### src/rtl/uart_rx_os.sv
// uart_rx_os: oversampling UART receiver with mid-bit sampling, parity/framing/overrun flags
// and a ready/valid output that holds each word until the consumer takes it.
module uart_rx_os #(
    parameter int          NB_DATA    = 8,
    parameter logic [1:0]  PARITY     = 2'b00,
    parameter int          NB_STOP    = 1,
    parameter int          OVERSAMPLE = 16
) (
    input  logic               clk,
    input  logic               i_rst_n,
    input  logic               i_rx,
    input  logic               i_tick,
    output logic [NB_DATA-1:0] o_data,
    output logic               o_valid,
    input  logic               i_ready,
    output logic               o_parity_err,
    output logic               o_frame_err,
    output logic               o_overrun
);
    localparam int SW = $clog2(OVERSAMPLE);

    typedef enum logic [2:0] {IDLE, START, DATA, PAR, STOP} state_t;

    state_t             state_q, state_d;
    logic               sync_q, rx_s_q;
    logic [SW-1:0]      s_cnt_q, s_cnt_d;
    logic [3:0]         n_cnt_q, n_cnt_d;
    logic [NB_DATA-1:0] shreg_q, shreg_d;
    logic               fpe_q, fpe_d, ffe_q, ffe_d;
    logic               armed_q, armed_d;
    logic [NB_DATA-1:0] data_q, data_d;
    logic               valid_q, valid_d, pe_q, pe_d, fe_q, fe_d, ovr_q, ovr_d;
    logic               smp, done, hs;

    always_comb begin
        state_d = state_q;
        s_cnt_d = s_cnt_q;
        n_cnt_d = n_cnt_q;
        shreg_d = shreg_q;
        fpe_d   = fpe_q;
        ffe_d   = ffe_q;
        armed_d = armed_q;
        done    = 1'b0;
        smp     = i_tick && s_cnt_q == SW'(OVERSAMPLE - 1);
        if (i_tick && state_q != IDLE)
            s_cnt_d = smp ? '0 : s_cnt_q + 1'b1;
        case (state_q)
            IDLE: begin
                // a fresh start needs a high level seen since the previous frame (break handling)
                if (rx_s_q) armed_d = 1'b1;
                else if (armed_q) begin
                    state_d = START;
                    s_cnt_d = '0;
                end
            end
            START: begin
                if (i_tick && s_cnt_q == SW'(OVERSAMPLE / 2 - 1)) begin
                    state_d = rx_s_q ? IDLE : DATA;
                    s_cnt_d = '0;
                    n_cnt_d = '0;
                    fpe_d   = 1'b0;
                    ffe_d   = 1'b0;
                end
            end
            DATA: begin
                if (smp) begin
                    shreg_d = {rx_s_q, shreg_q[NB_DATA-1:1]};
                    n_cnt_d = n_cnt_q + 4'd1;
                    if (n_cnt_q == 4'(NB_DATA - 1)) begin
                        state_d = (PARITY != 2'b00) ? PAR : STOP;
                        n_cnt_d = '0;
                    end
                end
            end
            PAR: begin
                if (smp) begin
                    fpe_d   = ((^shreg_q) ^ rx_s_q) != PARITY[1];
                    state_d = STOP;
                    n_cnt_d = '0;
                end
            end
            STOP: begin
                if (smp) begin
                    ffe_d   = ffe_q | ~rx_s_q;
                    n_cnt_d = n_cnt_q + 4'd1;
                    if (n_cnt_q == 4'(NB_STOP - 1)) begin
                        done    = 1'b1;
                        state_d = IDLE;
                        armed_d = 1'b0;
                    end
                end
            end
            default: state_d = IDLE;
        endcase
    end

    always_comb begin
        hs      = valid_q & i_ready;
        valid_d = done | (valid_q & ~hs);
        data_d  = done ? shreg_q : data_q;
        pe_d    = done ? fpe_q : (hs ? 1'b0 : pe_q);
        fe_d    = done ? ffe_d : (hs ? 1'b0 : fe_q);
        ovr_d   = done ? (valid_q & ~i_ready) : (hs ? 1'b0 : ovr_q);
    end

    always_ff @(posedge clk) begin
        if (!i_rst_n) begin
            sync_q  <= 1'b1;
            rx_s_q  <= 1'b1;
            state_q <= IDLE;
            s_cnt_q <= '0;
            n_cnt_q <= '0;
            shreg_q <= '0;
            fpe_q   <= 1'b0;
            ffe_q   <= 1'b0;
            armed_q <= 1'b0;
            data_q  <= '0;
            valid_q <= 1'b0;
            pe_q    <= 1'b0;
            fe_q    <= 1'b0;
            ovr_q   <= 1'b0;
        end else begin
            sync_q  <= i_rx;
            rx_s_q  <= sync_q;
            state_q <= state_d;
            s_cnt_q <= s_cnt_d;
            n_cnt_q <= n_cnt_d;
            shreg_q <= shreg_d;
            fpe_q   <= fpe_d;
            ffe_q   <= ffe_d;
            armed_q <= armed_d;
            data_q  <= data_d;
            valid_q <= valid_d;
            pe_q    <= pe_d;
            fe_q    <= fe_d;
            ovr_q   <= ovr_d;
        end
    end

    assign o_data       = data_q;
    assign o_valid      = valid_q;
    assign o_parity_err = pe_q;
    assign o_frame_err  = fe_q;
    assign o_overrun    = ovr_q;
endmodule

### config.mk
export PLATFORM = sky130hd
export DESIGN_NAME = uart_rx_os
export DESIGN_NICKNAME = d
export VERILOG_FILES = /design/src/rtl/uart_rx_os.sv
export SDC_FILE = /design/constraint.sdc
export NUM_CORES = 1
export LEC_CHECK = 0
export BUFFER_PORTS_ARGS = -buffer_cell sky130_fd_sc_hd__buf_4
export CAP_MARGIN = 10
export CORE_MARGIN = 5
export CORE_UTILIZATION = 62
export DETAILED_ROUTE_END_ITERATION = 10
export PLACE_DENSITY = 0.83
export SYNTH_ARGS = -nofsm -noshare
export SYNTH_HDL_FRONTEND = slang
export SYNTH_SLANG_ARGS = --single-unit
### constraint.sdc
create_clock -name clk -period 3 [get_ports clk]
set_input_delay 0 -clock clk [delete_from_list [all_inputs] [get_ports clk]]
set_output_delay 0 -clock clk [all_outputs]
set_load 0.05 [all_outputs]
==> results.sh <==
export IMPL_fin_crit_ns=2.21
export IMPL_slew_violations=0
export IMPL_synth_top_area_frac=0.423
export IMPL_synth_ff_type="dfxtp_1"
export IMPL_powerDensity_nw_per_um2=420
export IMPL_fin_ws_ns=0.793
export IMPL_port_buffers=16
export IMPL_vias=1424
export IMPL_dieArea_sq_um=3900
export IMPL_cap_violations=0
export IMPL_path_cells="inv_1 > ha_1 > nor3b_1 > nand3_2 > o211ai_1 > a21oi_1"
export IMPL_ios=17
export IMPL_ant_nets=0
export IMPL_synth_simple_gate_area_frac=0.211
export IMPL_hp_start="i_tick"
export IMPL_clock_tree_root_cell="clkbuf_4"
export IMPL_min_to="s_cnt_q[1]$_SDFF_PN0_"
export IMPL_dr_first_iter_drc_count=63
export IMPL_end_kind="register"
export IMPL_critPathMaxStageDelay_ns=0.54
export IMPL_path_class="register to register"
export IMPL_avgSynthCellArea_sq_um=9.21
export IMPL_max_freq_ghz=0.453
export IMPL_synth_xor_area_share=0.0543
export IMPL_synthAdderAreaFrac=0.0220
export IMPL_finClkSkew_ns=0.00989
export IMPL_crit_slowest_cell="nor3b_1"
export IMPL_numCtsBuffers=5
export IMPL_p_int_mw=0.596
export IMPL_final_period_utilization=0.736
export IMPL_power_mw=0.799
export IMPL_synth_top_area_cell="dfxtp_1"
export IMPL_start_kind="register"
export IMPL_nNetsFinal=210
export IMPL_grt_max_degree=27
export IMPL_gr_total_overflow=0
export IMPL_r2r_end="o_overrun$_SDFFE_PN0P_"
export IMPL_antenna_found_initial=0
export IMPL_slew_headroom=0.531
export IMPL_rrSetupSlack_ns=0.79
export IMPL_combPwrFrac=0.073
export IMPL_drc=0
export IMPL_cp_max_fo=14
export IMPL_synth_seq_area_share=0.423
export IMPL_drive_gt1_frac=0.134
export IMPL_wl_per_cell_microns=15.8
export IMPL_cts_tree="yes"
export IMPL_hold_class="primary input to register"
export IMPL_p_sw_mw=0.203
export IMPL_required_ns=3.21
export IMPL_worst_pin_slew_ns=0.699
export IMPL_netlist_area_sq_um=1700
export IMPL_synth_area_leaders="dfxtp_1 (42%), mux2i_1 (10%), nor2_1 (5.3%)"
export IMPL_fin_setup_tns_ns=0
export IMPL_max_vdd_ir_drop_mv=0.381
export IMPL_die_y_microns=62.4
export IMPL_core_sq_um=2690
export IMPL_post_route_util=0.708
export IMPL_routed_via_density=6.11
export IMPL_yosys_top_cells_count="dfxtp_1 (36), nor2_1 (24), mux2i_1 (17)"
export IMPL_grt_util_all_layers=0.197
export IMPL_cts_buffer_depth=2
export IMPL_rows=19
export IMPL_clkSlewWorstSetupHoldPaths_ns=0.11
export IMPL_die_x_microns=62.4
export IMPL_p_sw_frac=0.254
export IMPL_place_ws_ns=0.876
export IMPL_p_leak_nw=0.787
export IMPL_synth_top_family_by_area="simple AND/OR/NAND/NOR gates"
export IMPL_ys_async_sr_fraction=0
export IMPL_yosysMostFrequentCell="dfxtp_1"
export IMPL_status="completed"
export IMPL_grt_pass1_wl_microns=6240
export IMPL_synth_compound_area_frac=0.142
export IMPL_r2r_start="n_cnt_q[0]$_SDFFE_PN0P_"
export IMPL_rsz0062_at_grt="false"
export IMPL_yosysWarnings=0
export IMPL_diodes=0
export IMPL_clk_latency_ns=0.34
export IMPL_reg2reg_depth=6
export IMPL_gp_congestion=0.835
export IMPL_synth_edf_count=0
export IMPL_finalHoldViolations=0
export IMPL_synth_nets=193
export IMPL_synth_cells=185
export IMPL_firstDrtPassIters=4
export IMPL_routed_wl_microns=3690
export IMPL_crit_arrival_ns=2.42
export IMPL_setup_viol=0
export IMPL_pwr_share_seq=0.623
export IMPL_post_dp_hpwl_microns=2520
export IMPL_clkPwrFrac=0.305
export IMPL_start_util=0.634
export IMPL_muxShareOfSynthArea=0.0999
export IMPL_ys_ff_latch=36
export IMPL_grt_pass1_vias=1416
export IMPL_worstHoldPathCells=4
export IMPL_syn2layout_area_growth_pct=11.6
export IMPL_cts_htree_levels=2
export IMPL_ys_types=44
export IMPL_clock_sinks=36
-- power groups by stage --
stage                     combinational (mW)  clock, mW  sequential, mW
after CTS                             0.0569      0.246           0.497
after global placement                0.0506          0           0.507
after floorplan                       0.0466          0           0.499
after detailed placement              0.0523          0           0.508
after global routing                  0.0623      0.274           0.499
final                                 0.0579      0.243           0.497
-- metal layers --
metal / global-route usage / wire length, microns / up-vias
met4: 0.0928 / 70 / 0
met3: 0.0468 / 144 / 10
met2: 0.347 / 1950 / 33
met1: 0.220 / 1520 / 689
met5: 0 / 0 / -
li1: - / - / 692
-- worst max-delay path by stage --
stage | from | endpoint | cells past startpoint
6_report | n_cnt_q[0]$_SDFFE_PN0P_ | o_overrun$_SDFFE_PN0P_ | 6
5_1_grt | n_cnt_q[0]$_SDFFE_PN0P_ | o_overrun$_SDFFE_PN0P_ | 6
4_1_cts | n_cnt_q[0]$_SDFFE_PN0P_ | o_overrun$_SDFFE_PN0P_ | 6
3_5_place_dp | n_cnt_q[0]$_SDFFE_PN0P_ | o_overrun$_SDFFE_PN0P_ | 6
3_3_place_gp | n_cnt_q[0]$_SDFFE_PN0P_ | armed_q$_SDFFE_PN0P_ | 6
2_1_floorplan | n_cnt_q[0]$_SDFFE_PN0P_ | armed_q$_SDFFE_PN0P_ | 7
-- metrics by stage --
step / cells / hold WS (ns) / area [sq um]
final: 233 / 0.120 / 1900
after CTS: 233 / 0.118 / 1900
after global placement: 222 / 0.192 / 1820
after detailed placement: 222 / 0.193 / 1820
after floorplan: 185 / 0.101 / 1700
after global routing: 233 / 0.150 / 1900
-- cell families after synthesis --
logic type,count (synthesis)
simple gates,64
compound gates,37
flops,36
buf+inv,19
mux,17
xor+xnor,9
fa+ha+maj,3
-- final cells by class --
| type | count | area, sq um |
|---|---|---|
| clock buffer | 6 | 41.3 |
| clock inverter | 1 | 5.00 |
| fill | 209 | 785 |
| inverter | 9 | 33.8 |
| multi-input combinational | 130 | 902 |
| sequential | 36 | 721 |
| tap | 31 | 38.8 |
| timing repair buffer | 20 | 160 |
-- what timing repair did --
item                      in CTS  in global routing
hold buffers                   4                  0
hold endpoints to repair       7                  0
buffers inserted               0                  0
gates resized for setup        0                  0
-- critical path, delay by kind of cell, from the launching register on --
family	cells	cell delay [ns]
AO/OA/AOI/OAI	2	0.46
adder cells (fa/ha/maj)	1	0.14
buffers and inverters	1	0.09
flip-flops	1	0.36
AND/OR/NAND/NOR	2	1.03
-- cells in the final DEF (no fill, tap or decap), drive strengths merged, types with 5 or more instances in the layout --
master | netlist | layout
inv | 8 | 8
mux2i | 17 | 17
nor2 | 25 | 25
nand3 | 7 | 7
nand2b | 7 | 7
buf | 6 | 16
nor3b | 5 | 5
xnor2 | 6 | 6
clkbuf | 4 | 6
a21oi | 14 | 14
nor3 | 5 | 5
dfxtp | 36 | 36
-- registers in the layout, indices dropped and copies added, names as in the netlist --
register,cells
o_overrun,1
s_cnt_q,4
ffe_q,1
o_data,8
o_valid,1
n_cnt_q,4
shreg_q,8
state_q,3
armed_q,1
sync_q,1
o_frame_err,1
o_parity_err,1
fpe_q,1
rx_s_q,1
(Power assumes the default switching activity.)
